===== src/rtl/fetch_unit.sv =====
// Instruction fetch front end: single-outstanding memory reads pushed as {pc, inst} into the
// fetch queue, with redirect/kill handling. Define FETCH_PERF_COUNTER_EN for perf counters.
module fetch_unit #(
    parameter int unsigned XLEN       = 32,
    parameter int unsigned INST_WIDTH = 32,
    parameter logic [31:0] RESET_PC   = 32'h0000_0000
) (
    input  logic                       clk,
    input  logic                       rst_n,
    input  logic                       redirect_valid,
    input  logic [XLEN-1:0]            redirect_pc,
    output logic                       mem_req_valid,
    input  logic                       mem_req_ready,
    output logic [XLEN-1:0]            mem_req_addr,
    input  logic                       mem_resp_valid,
    input  logic [INST_WIDTH-1:0]      mem_resp_data,
    input  logic                       q_wready,
    output logic                       q_wvalid,
    output logic [XLEN+INST_WIDTH-1:0] q_wdata,
    output logic                       q_kill
`ifdef FETCH_PERF_COUNTER_EN
    ,
    output logic [31:0]                perf_fetched,
    output logic [31:0]                perf_discarded
`endif
);

    localparam logic [XLEN-1:0] ResetPcX = XLEN'(RESET_PC);

    typedef enum logic [1:0] {StRun, StWait, StPush, StDiscard} state_e;

    state_e                r_state;
    state_e                w_state_next;
    logic [XLEN-1:0]       r_pc;
    logic [XLEN-1:0]       w_pc_next;
    logic [XLEN-1:0]       r_buf_pc;
    logic [INST_WIDTH-1:0] r_buf_inst;

    logic w_req_fire;
    logic w_push_fire;
    logic w_resp_take;
    logic w_resp_drop;

    assign w_req_fire  = mem_req_valid && mem_req_ready;
    assign w_push_fire = q_wvalid && q_wready;
    assign w_resp_take = (r_state == StWait) && mem_resp_valid && !redirect_valid;
    // Dropped responses: abandoned in WAIT by a coincident redirect, or the one DISCARD awaits.
    assign w_resp_drop = mem_resp_valid &&
                         (((r_state == StWait) && redirect_valid) || (r_state == StDiscard));

    always_ff @(posedge clk) begin
        if (!rst_n) begin
            r_state    <= StRun;
            r_pc       <= ResetPcX;
            r_buf_pc   <= '0;
            r_buf_inst <= '0;
        end else begin
            r_state <= w_state_next;
            r_pc    <= w_pc_next;
            if (w_req_fire) begin
                r_buf_pc <= r_pc;
            end
            if (w_resp_take) begin
                r_buf_inst <= mem_resp_data;
            end
        end
    end

    always_comb begin
        w_state_next = r_state;
        unique case (r_state)
            StRun: begin
                if (w_req_fire) begin
                    w_state_next = StWait;
                end
            end
            StWait: begin
                if (redirect_valid) begin
                    w_state_next = mem_resp_valid ? StRun : StDiscard;
                end else if (mem_resp_valid) begin
                    w_state_next = StPush;
                end
            end
            StPush: begin
                if (redirect_valid || w_push_fire) begin
                    w_state_next = StRun;
                end
            end
            StDiscard: begin
                // The awaited response is consumed even if a redirect lands on the same cycle.
                if (mem_resp_valid) begin
                    w_state_next = StRun;
                end
            end
            default: w_state_next = StRun;
        endcase
    end

    always_comb begin
        w_pc_next = r_pc;
        if (redirect_valid) begin
            w_pc_next = redirect_pc;
        end else if (w_push_fire) begin
            w_pc_next = r_pc + XLEN'(4);
        end
    end

    always_comb begin
        mem_req_valid = rst_n && (r_state == StRun) && !redirect_valid;
        mem_req_addr  = r_pc;
        q_wvalid      = rst_n && (r_state == StPush) && !redirect_valid;
        q_wdata       = {r_buf_pc, r_buf_inst};
        q_kill        = redirect_valid;
    end

`ifdef FETCH_PERF_COUNTER_EN
    logic [31:0] r_perf_fetched;
    logic [31:0] r_perf_discarded;

    always_ff @(posedge clk) begin
        if (!rst_n) begin
            r_perf_fetched   <= '0;
            r_perf_discarded <= '0;
        end else begin
            if (w_push_fire) begin
                r_perf_fetched <= r_perf_fetched + 32'd1;
            end
            if (w_resp_drop) begin
                r_perf_discarded <= r_perf_discarded + 32'd1;
            end
        end
    end

    assign perf_fetched   = r_perf_fetched;
    assign perf_discarded = r_perf_discarded;
`else
    logic w_unused_drop;
    assign w_unused_drop = w_resp_drop;
`endif

endmodule


===== config.mk =====
export PLATFORM = sky130hd
export DESIGN_NAME = fetch_unit
export DESIGN_NICKNAME = d
export VERILOG_FILES = /design/src/rtl/fetch_unit.sv
export SDC_FILE = /design/constraint.sdc
export NUM_CORES = 1
export LEC_CHECK = 0
export BUFFER_PORTS_ARGS = -buffer_cell sky130_fd_sc_hd__buf_2
export CAP_MARGIN = 25
export CORE_UTILIZATION = 44
export DETAILED_ROUTE_END_ITERATION = 12
export HOLD_SLACK_MARGIN = 0.05
export MAX_ROUTING_LAYER = met4
export PLACE_DENSITY = 0.76
export SYNTH_ARGS = -nofsm -noshare
export SYNTH_HDL_FRONTEND = slang
export SYNTH_SLANG_ARGS = --single-unit

===== constraint.sdc =====
create_clock -name clk -period 1.7 [get_ports clk]
set_input_delay 0.17 -clock clk [delete_from_list [all_inputs] [get_ports clk]]
set_output_delay 0.17 -clock clk [all_outputs]
set_load 0.02 [all_outputs]

; After elaboration in Yosys (flattened, before gate mapping)
; Cells that the tools add are included.
; Widths: inputs -> output; s select.
[classes]
addsub = 1
eq_ne = 7
mux = 9
n_reduce_logical = 13
[ops]
columns = op, n
row1 = $mux 32, 2
row2 = $add 32x3->32 const B, 1
row3 = $mux 2, 6
row4 = $logic_and 1x1->1, 8
row5 = $pmux 2 s4, 1
row6 = $ne 2x2->1 const B, 3
row7 = $eq 2x2->1 const B, 2
row8 = $reduce_and 4->1, 1
row9 = $ne 3x3->1 const B, 1
row10 = $eq 2x1->1 const B, 1
row11 = $logic_not 2->1, 1
row12 = $reduce_bool 2->1, 1
row13 = $logic_not 1->1, 1
row14 = $logic_or 1x1->1, 1
[word_totals]
ff_bits = 98
in_bits = 70
elab_cells = 34

; Depth between registers and ports, before layout
; Gate-level depths: netlist (run 1).
[depth]
ltp_word = 7
mapped_depth = 7
mapped_depth_nobuf = 5

; Worst setup path after synthesis (run 1)
; No wires, ideal clock.
[synth_path]
path_type = register to register
startpoint = reg r_state[0]
endpoint = reg r_buf_pc[13]
t_arrival_ns = 1.998
slack_ns = -0.374
stages_incl_launch_ff = 7
synth_period_minus_slack_ns = 2.074
path_cell_list = dfxtp_1 nor4b_1 and2_1 clkbuf_1 buf_2 nand2_1 a21boi_0
[synth_between]
elab_chain_len = 4
[synth_lines]
columns = element, line_no
row1 = from (decl), 32  ; state_e r_state;
row2 = from (signal assigned), 53  ; r_state <= StRun;
row3 = from (signal assigned), 58  ; r_state <= w_state_next;
row4 = $logic_not 2->1, 109  ; mem_req_valid = rst_n && (r_state == StRun) && !redirect_valid;
row5 = $logic_and 1x1->1 (2 in series), 109
row6 = net mem_req_valid, 12  ; output logic mem_req_valid,
row7 = $logic_and 1x1->1, 44  ; assign w_req_fire = mem_req_valid && mem_req_ready;
row8 = to (signal assigned), 61  ; r_buf_pc <= r_pc;
row9 = to (decl), 36  ; logic [XLEN-1:0] r_buf_pc;
; The timed path passes the listed nets, and every way through them passes these cells.
; A chain may end at the register's enable or synchronous reset.

; Final worst setup path (run 1)
[layout_path]
startpoint = reg r_pc[2], in the netlist mem_req_addr[2]
endpoint = reg r_pc[26], in the netlist mem_req_addr[26]
[layout_between]
elab_chain_len = 3
[layout_lines]
columns = element, line_no
row1 = from (decl), 34  ; logic [XLEN-1:0] r_pc;
row2 = from (signal assigned), 54  ; r_pc <= ResetPcX;
row3 = from (signal assigned), 59  ; r_pc <= w_pc_next;
row4 = $add 32x3->32, 104  ; w_pc_next = r_pc + XLEN'(4);
row5 = $mux 32, 103  ; end else if (w_push_fire) begin
row6 = $mux 32, 101  ; if (redirect_valid) begin
; No other way between the ends. The select of a mux whose other input is x is not followed.

==> flow_summary.ini, run 1 <==
[critical_path]
crit_slowest_cell = or4_4
cp-end-kind = flip-flop
r2r_start = mem_req_addr[2]
critPathCapture = mem_req_addr[26]
cpMostUsedCell = or4_4
path_cells = ha_4 > nand3_4 > or4_4 > or4_4 > nand3_2
critPathMaxFanout = 4
r2r_end = mem_req_addr[26]
worst-r2r-setup-slack_ns = -0.04
rr_worst_depth = 5
worstSetupPathType = flip-flop to flip-flop
crit_path_start_kind = flip-flop
cp.depth = 5
worstPathArrival_ns = 2.07
cp_num_buf_inv = 0
critPathLaunch = mem_req_addr[2]
cp.required_ns = 2.03
crit_family = simple AND/OR/NAND/NOR gates
slowest_delay_ns = 0.53

[placement]
numPortBuffers = 168
dp_hpwl_um = 9650
gp_congestion = 0.903
pre_cts_slack_ns = -0.0643

[global_route]
gr-usage-met2_pct = 44.7
grt.total_usage_pct = 26.7
use_met1_pct = 32.5
grt_pass1_wl_um = 21100
grt.overflow.total = 0
grtUsageMet3_pct = 3.83
grt_busiest_layer = met2
antenna_found_initial = 0
grt_max_degree = 100
grt_pass1_vias = 4429

[drt]
drtAntennaViolNets = 0
vias = 4865
wl_um = 14200
route.detailed.drc = 0
avgRoutedWirePerCell_um = 15.5
via_per_inst = 5.33
drt_pass1_iterations = 5
first_iter_violations = 203

[cts]
cts-root-buf = clkbuf_8
clockBufferDepth = 2
htreeDepth = 3
cts.sinks = 98
clkLatencyLatePin_ns = 0.38
cts_tree = built
clkTransAtPathRegs_ns = 0.11
numCtsBuffers = 9

[sta]
fin_skew_ns = 0.0135
period_minus_slack_ns = 1.74
drv_slew = 0
setup_tns_ns = -0.146
fmax_mhz = 575
setup_ws_ns = -0.0399
min_period_over_period_pct = 102
rsz0062_at_grt = yes
finalSetupViolations = 6
finalHoldViolations = 0
tightestPinTransition_ns = 0.553
holdWs_ns = 0.0625
slew_headroom_pct = 63.0

[yosys]
synth_ff_type = dfxtp_1
synth_top_area_share_pct = 44.5
synth_area_leaders = dfxtp_1 45%, nand2_1 13%, a21boi_1 7.7%
yosysSeqAreaShare_pct = 44.5
syn_area_per_cell_um2 = 8.19
synth-edff-count = 0
syn_area_um2 = 4400
syn-num-nets = 609
async_reset_ff_share_pct = 0
netlist_instances = 538
ys.warnings.count = 0
synth.most_common_cell = nand2_1
ys_top_cells_by_count = 151 x nand2_1, 98 x dfxtp_1, 45 x a21boi_1
synth_top_area_cell = dfxtp_1
synth_cell_types = 46
synth_seq_cells = 98

[power]
ir_drop_mv = 0.355
seqPwrFrac_pct = 52.7
p_leak_nw = 2.77
clockPowerShare_pct = 31.5
cellPowerDensity_nw_per_um2 = 699
swShare_pct = 29.1
combPwrFrac_pct = 15.7
internal_power_mw = 3.25
switchingPower_mw = 1.33
power.total_mw = 4.59

[floorplanning]
top_level_ports = 169
rows = 36
start_util_pct = 45.3
die_area_um2 = 10400
fp.dieH_um = 102
die_w_um = 102
core_um2 = 9730

[flow_run]
drv_cap = 0

[status]
status = complete, but fails checks
failed_checks = negative setup slack

[layout]
drive_gt1_share_pct = 39.5
ff_latch_area_um2 = 2050
n_antenna_cell = 0
fill_cells = 796
synthToLayoutAreaGrowth_pct = 49.1
layout.nets = 846
multi_input_area_um2 = 2430

[hold_path]
hold_path_class = primary input to flip-flop
## routing by layer
layer  vias up  wire, um
met2       172      7110
met4         0       202
met3        13       881
met5         -         0
li1       2359         -
met1      2321      6000
## worst min-delay path by stage
stage,from,to,slack (ns),cells after the start
floorplan,mem_resp_data[0],r_buf_inst[0],0.30,2
CTS,redirect_pc[9],mem_req_addr[9],0.06,3
global route,mem_resp_data[6],r_buf_inst[6],0.07,3
global placement,mem_resp_data[18],r_buf_inst[18],0.41,3
finish,redirect_pc[9],mem_req_addr[9],0.06,3
detailed placement,mem_resp_data[28],r_buf_inst[28],0.42,3
## worst min-delay path, stage by stage
cell and delay [ns]:
buf_2 0.07, o21ai_0 0.06, a21oi_1 0.10
## cell usage in the layout (no fill, tap or decap), types with 4 or more instances in the layout
master | netlist | layout
nand2b_1 | 8 | 8
dfxtp_4 | 0 | 23
or4_4 | 0 | 4
inv_1 | 6 | 6
nand3_1 | 15 | 9
nor4_1 | 4 | 4
dlygate4sd3_1 | 0 | 32
dfxtp_2 | 0 | 5
xnor2_1 | 7 | 7
nor2_1 | 4 | 4
o21ai_0 | 26 | 26
a31oi_1 | 15 | 14
buf_4 | 1 | 54
or3_1 | 8 | 5
buf_2 | 6 | 168
nand4_1 | 9 | 9
o31ai_1 | 12 | 9
buf_6 | 1 | 7
clkbuf_8 | 0 | 9
a21oi_1 | 4 | 4
dfxtp_1 | 98 | 70
nand2_1 | 151 | 149
a21boi_0 | 25 | 25
a21boi_1 | 45 | 45
or4_1 | 14 | 10
and2_1 | 6 | 5
## layout make-up
type / count / share of cell area, %
inverters: 7 / 0.400
flip-flops and latches: 98 / 31.3
multi-input cells: 395 / 37.1
well taps: 133 / 2.53
clock buffers: 9 / 1.89
clock inverters: 7 / 0.876
repair buffers: 264 / 26.0
## repair_timing
item | 4_1_cts | 5_1_grt
hold buffers | 32 | 0
endpoints found under the hold margin | 32 | 0
resized for setup | 11 | 26
buffers inserted | 4 | 3
pin swaps | 10 | 17
endpoints found under the setup margin | 9 | 16
## logic make-up (layout without fill, tap and decap cells)
kind of cell | after synthesis | in the layout | share of synthesized area (%)
buffers and inverters | 45 | 287 | 4.26
XOR/XNOR | 7 | 7 | 1.39
AO/OA/AOI/OAI | 139 | 139 | 22.0
multiplexers | 3 | 3 | 0.682
AND/OR/NAND/NOR | 245 | 245 | 26.8
flip-flops | 98 | 98 | 44.5
adder cells (fa/ha/maj) | 1 | 1 | 0.284
## power by group through the flow
stage               clock network, mW  logic (mW)  registers (mW)
floorplan                           0       0.224            2.57
global placement                    0       0.628            2.46
detailed placement                  0       0.641            2.46
CTS                              1.49       0.704            2.41
global route                     1.58       0.777            2.43
finish                           1.45       0.722            2.42
## state kept, by name, summed over array words and instances, names as in the netlist
name / count
r_buf_inst: 32
r_state: 2
mem_req_addr: 32
r_buf_pc: 32
## through the flow
| stage | util (%) | area [um^2] | std cells |
|---|---|---|---|
| 4_1_cts | 66.2 | 6440 | 910 |
| 3_5_place_dp | 60.3 | 5870 | 859 |
| 6_report | 67.5 | 6570 | 913 |
| 2_1_floorplan | - | 4560 | 538 |
| 5_1_grt | 67.5 | 6570 | 913 |
| 3_3_place_gp | 60.3 | 5870 | 859 |
(Power assumes the default switching activity.)
==> inputs of run 2 (changes only) <==
--- a/config.mk
+++ b/config.mk
@@ -11,7 +11,7 @@
 export DETAILED_ROUTE_END_ITERATION = 12
 export HOLD_SLACK_MARGIN = 0.05
 export MAX_ROUTING_LAYER = met4
-export PLACE_DENSITY = 0.76
+export PLACE_DENSITY = 0.79
 export SYNTH_ARGS = -nofsm -noshare
 export SYNTH_HDL_FRONTEND = slang
 export SYNTH_SLANG_ARGS = --single-unit
==> run 2 against run 1 <==
  * The flow still finishes with violations (negative setup slack)
  * Non-clock buffer count grew 2
  * Fmax shrank 3.2%
  * Setup slack lost 0.058 ns
  * Total power grew 3.6%
  * Global-route usage grew 0.63 points
  * Wire length grew 0.62%
  * Utilization is essentially flat
  * Worst hold slack gained 0.0022 ns
  * Sequential power is essentially flat
  * Critical path type unchanged
==> flow_summary.ini, run 2 (synthesized netlist as in run 1, its figures left out) <==
[status]
status = complete, but fails checks
failed_checks = negative setup slack

[sta]
tightestPinTransition_ns = 0.566
finalHoldViolations = 0
finalSetupViolations = 7
drv_slew = 0
period_minus_slack_ns = 1.80
min_period_over_period_pct = 106
setup_ws_ns = -0.0975
fin_skew_ns = 0.0116
fmax_mhz = 556
slew_headroom_pct = 62.2
rsz0062_at_grt = yes

[power]
cellPowerDensity_nw_per_um2 = 724
p_leak_nw = 2.81
ir_drop_mv = 0.406
internal_power_mw = 3.42
clockPowerShare_pct = 34.0
switchingPower_mw = 1.34
power.total_mw = 4.75
combPwrFrac_pct = 15.3
seqPwrFrac_pct = 50.8
swShare_pct = 28.2

[drt]
wl_um = 14300
via_per_inst = 5.40
vias = 4937
first_iter_violations = 234
drtAntennaViolNets = 0
route.detailed.drc = 0
avgRoutedWirePerCell_um = 15.6
drt_pass1_iterations = 5

[placement]
gp_congestion = 0.985
numPortBuffers = 168
dp_hpwl_um = 9780
pre_cts_slack_ns = -0.0869

[cts]
cts-root-buf = clkbuf_8
clockBufferDepth = 2
htreeDepth = 3
cts.sinks = 98
clkTransAtPathRegs_ns = 0.11
numCtsBuffers = 9
clkLatencyLatePin_ns = 0.37
cts_tree = built

[global_route]
grtUsageMet3_pct = 4.58
grt_pass1_wl_um = 21500
grt_max_degree = 53
use_met1_pct = 33.7
grt.overflow.total = 0
grt.total_usage_pct = 27.3
grt_busiest_layer = met2
antenna_found_initial = 0
grt_pass1_vias = 4478
gr-usage-met2_pct = 43.4

[layout]
final_common_cell = buf_2
synthToLayoutAreaGrowth_pct = 49.1
layout_common_cells = 168 x buf_2, 149 x nand2_1, 68 x dfxtp_1
drive_gt1_share_pct = 39.0
n_antenna_cell = 0
layout.nets = 848

[critical_path]
crit_path_start_kind = flip-flop
cp-end-kind = flip-flop
critPathMaxFanout = 8
worstPathArrival_ns = 2.08
worstSetupPathType = flip-flop to flip-flop
cp.required_ns = 1.98

[floorplanning]
rows = 36
die_w_um = 102
die_area_um2 = 10400
core_um2 = 9730
fp.dieH_um = 102
top_level_ports = 169
start_util_pct = 45.3

[flow_run]
drv_cap = 0

[hold_path]
hold_path_class = primary input to flip-flop
==> run 2: path summary, 6_finish.rpt <==
path	start	end	slack, ns	depth (start not counted)
hold / removal	redirect_pc[0]	mem_req_addr[0]	0.06	3
hold reg to reg	r_buf_inst[2]	r_buf_inst[2]	0.45	2
setup reg to reg	mem_req_addr[13]	mem_req_addr[25]	-0.1	4
setup / recovery	mem_req_addr[13]	mem_req_addr[25]	-0.1	4
==> run 2: power groups by stage <==
stage | logic (mW) | clock network [mW] | registers, mW
finish | 0.727 | 1.61 | 2.41
global route | 0.783 | 1.75 | 2.42
CTS | 0.710 | 1.66 | 2.41
detailed placement | 0.650 | 0 | 2.46
global placement | 0.637 | 0 | 2.45
floorplan | 0.224 | 0 | 2.57
==> run 2: repair_timing <==
item,4_1_cts,5_1_grt
endpoints found under the hold margin,31,0
pin swaps,9,14
cloned,0,0
hold buffers,31,0
setup endpoints to repair,7,21
setup buffers,5,5
resized for setup,3,26
==> run 2: final cells by class <==
type | count | area (um^2)
fill | 764 | 3160
multi-input combinational | 395 | 2380
sequential | 98 | 2060
timing repair buffer | 266 | 1720
tap | 133 | 166
clock buffer | 9 | 124
clock inverter | 7 | 90.1
inverter | 7 | 26.3
==> run 2: stage by stage <==
stage	setup TNS, ns	cells	util, %	cell area, um^2	hold WS (ns)
floorplan	-0.212	538	-	4560	0.305
global placement	-0.111	858	60.2	5860	0.410
detailed placement	-0.168	858	60.2	5860	0.418
CTS	-0.141	910	66.2	6440	0.0515
global route	-0.695	915	67.5	6570	0.0648
finish	-0.261	915	67.5	6570	0.0646
==> run 2: routing by layer <==
| layer | wire length, um | share of wire (%) |
|---|---|---|
| met4 | 330 | 2.3 |
| met5 | 0 | 0 |
| met3 | 959 | 6.7 |
| met2 | 6900 | 48 |
| met1 | 6090 | 43 |
==> run 2: critical path: stages, from the launching register on <==
cell and delay, ns:
dfxtp_4 0.37, nand4_4 0.12, or3_4 0.47, or4_1 0.55, a31oi_1 0.22
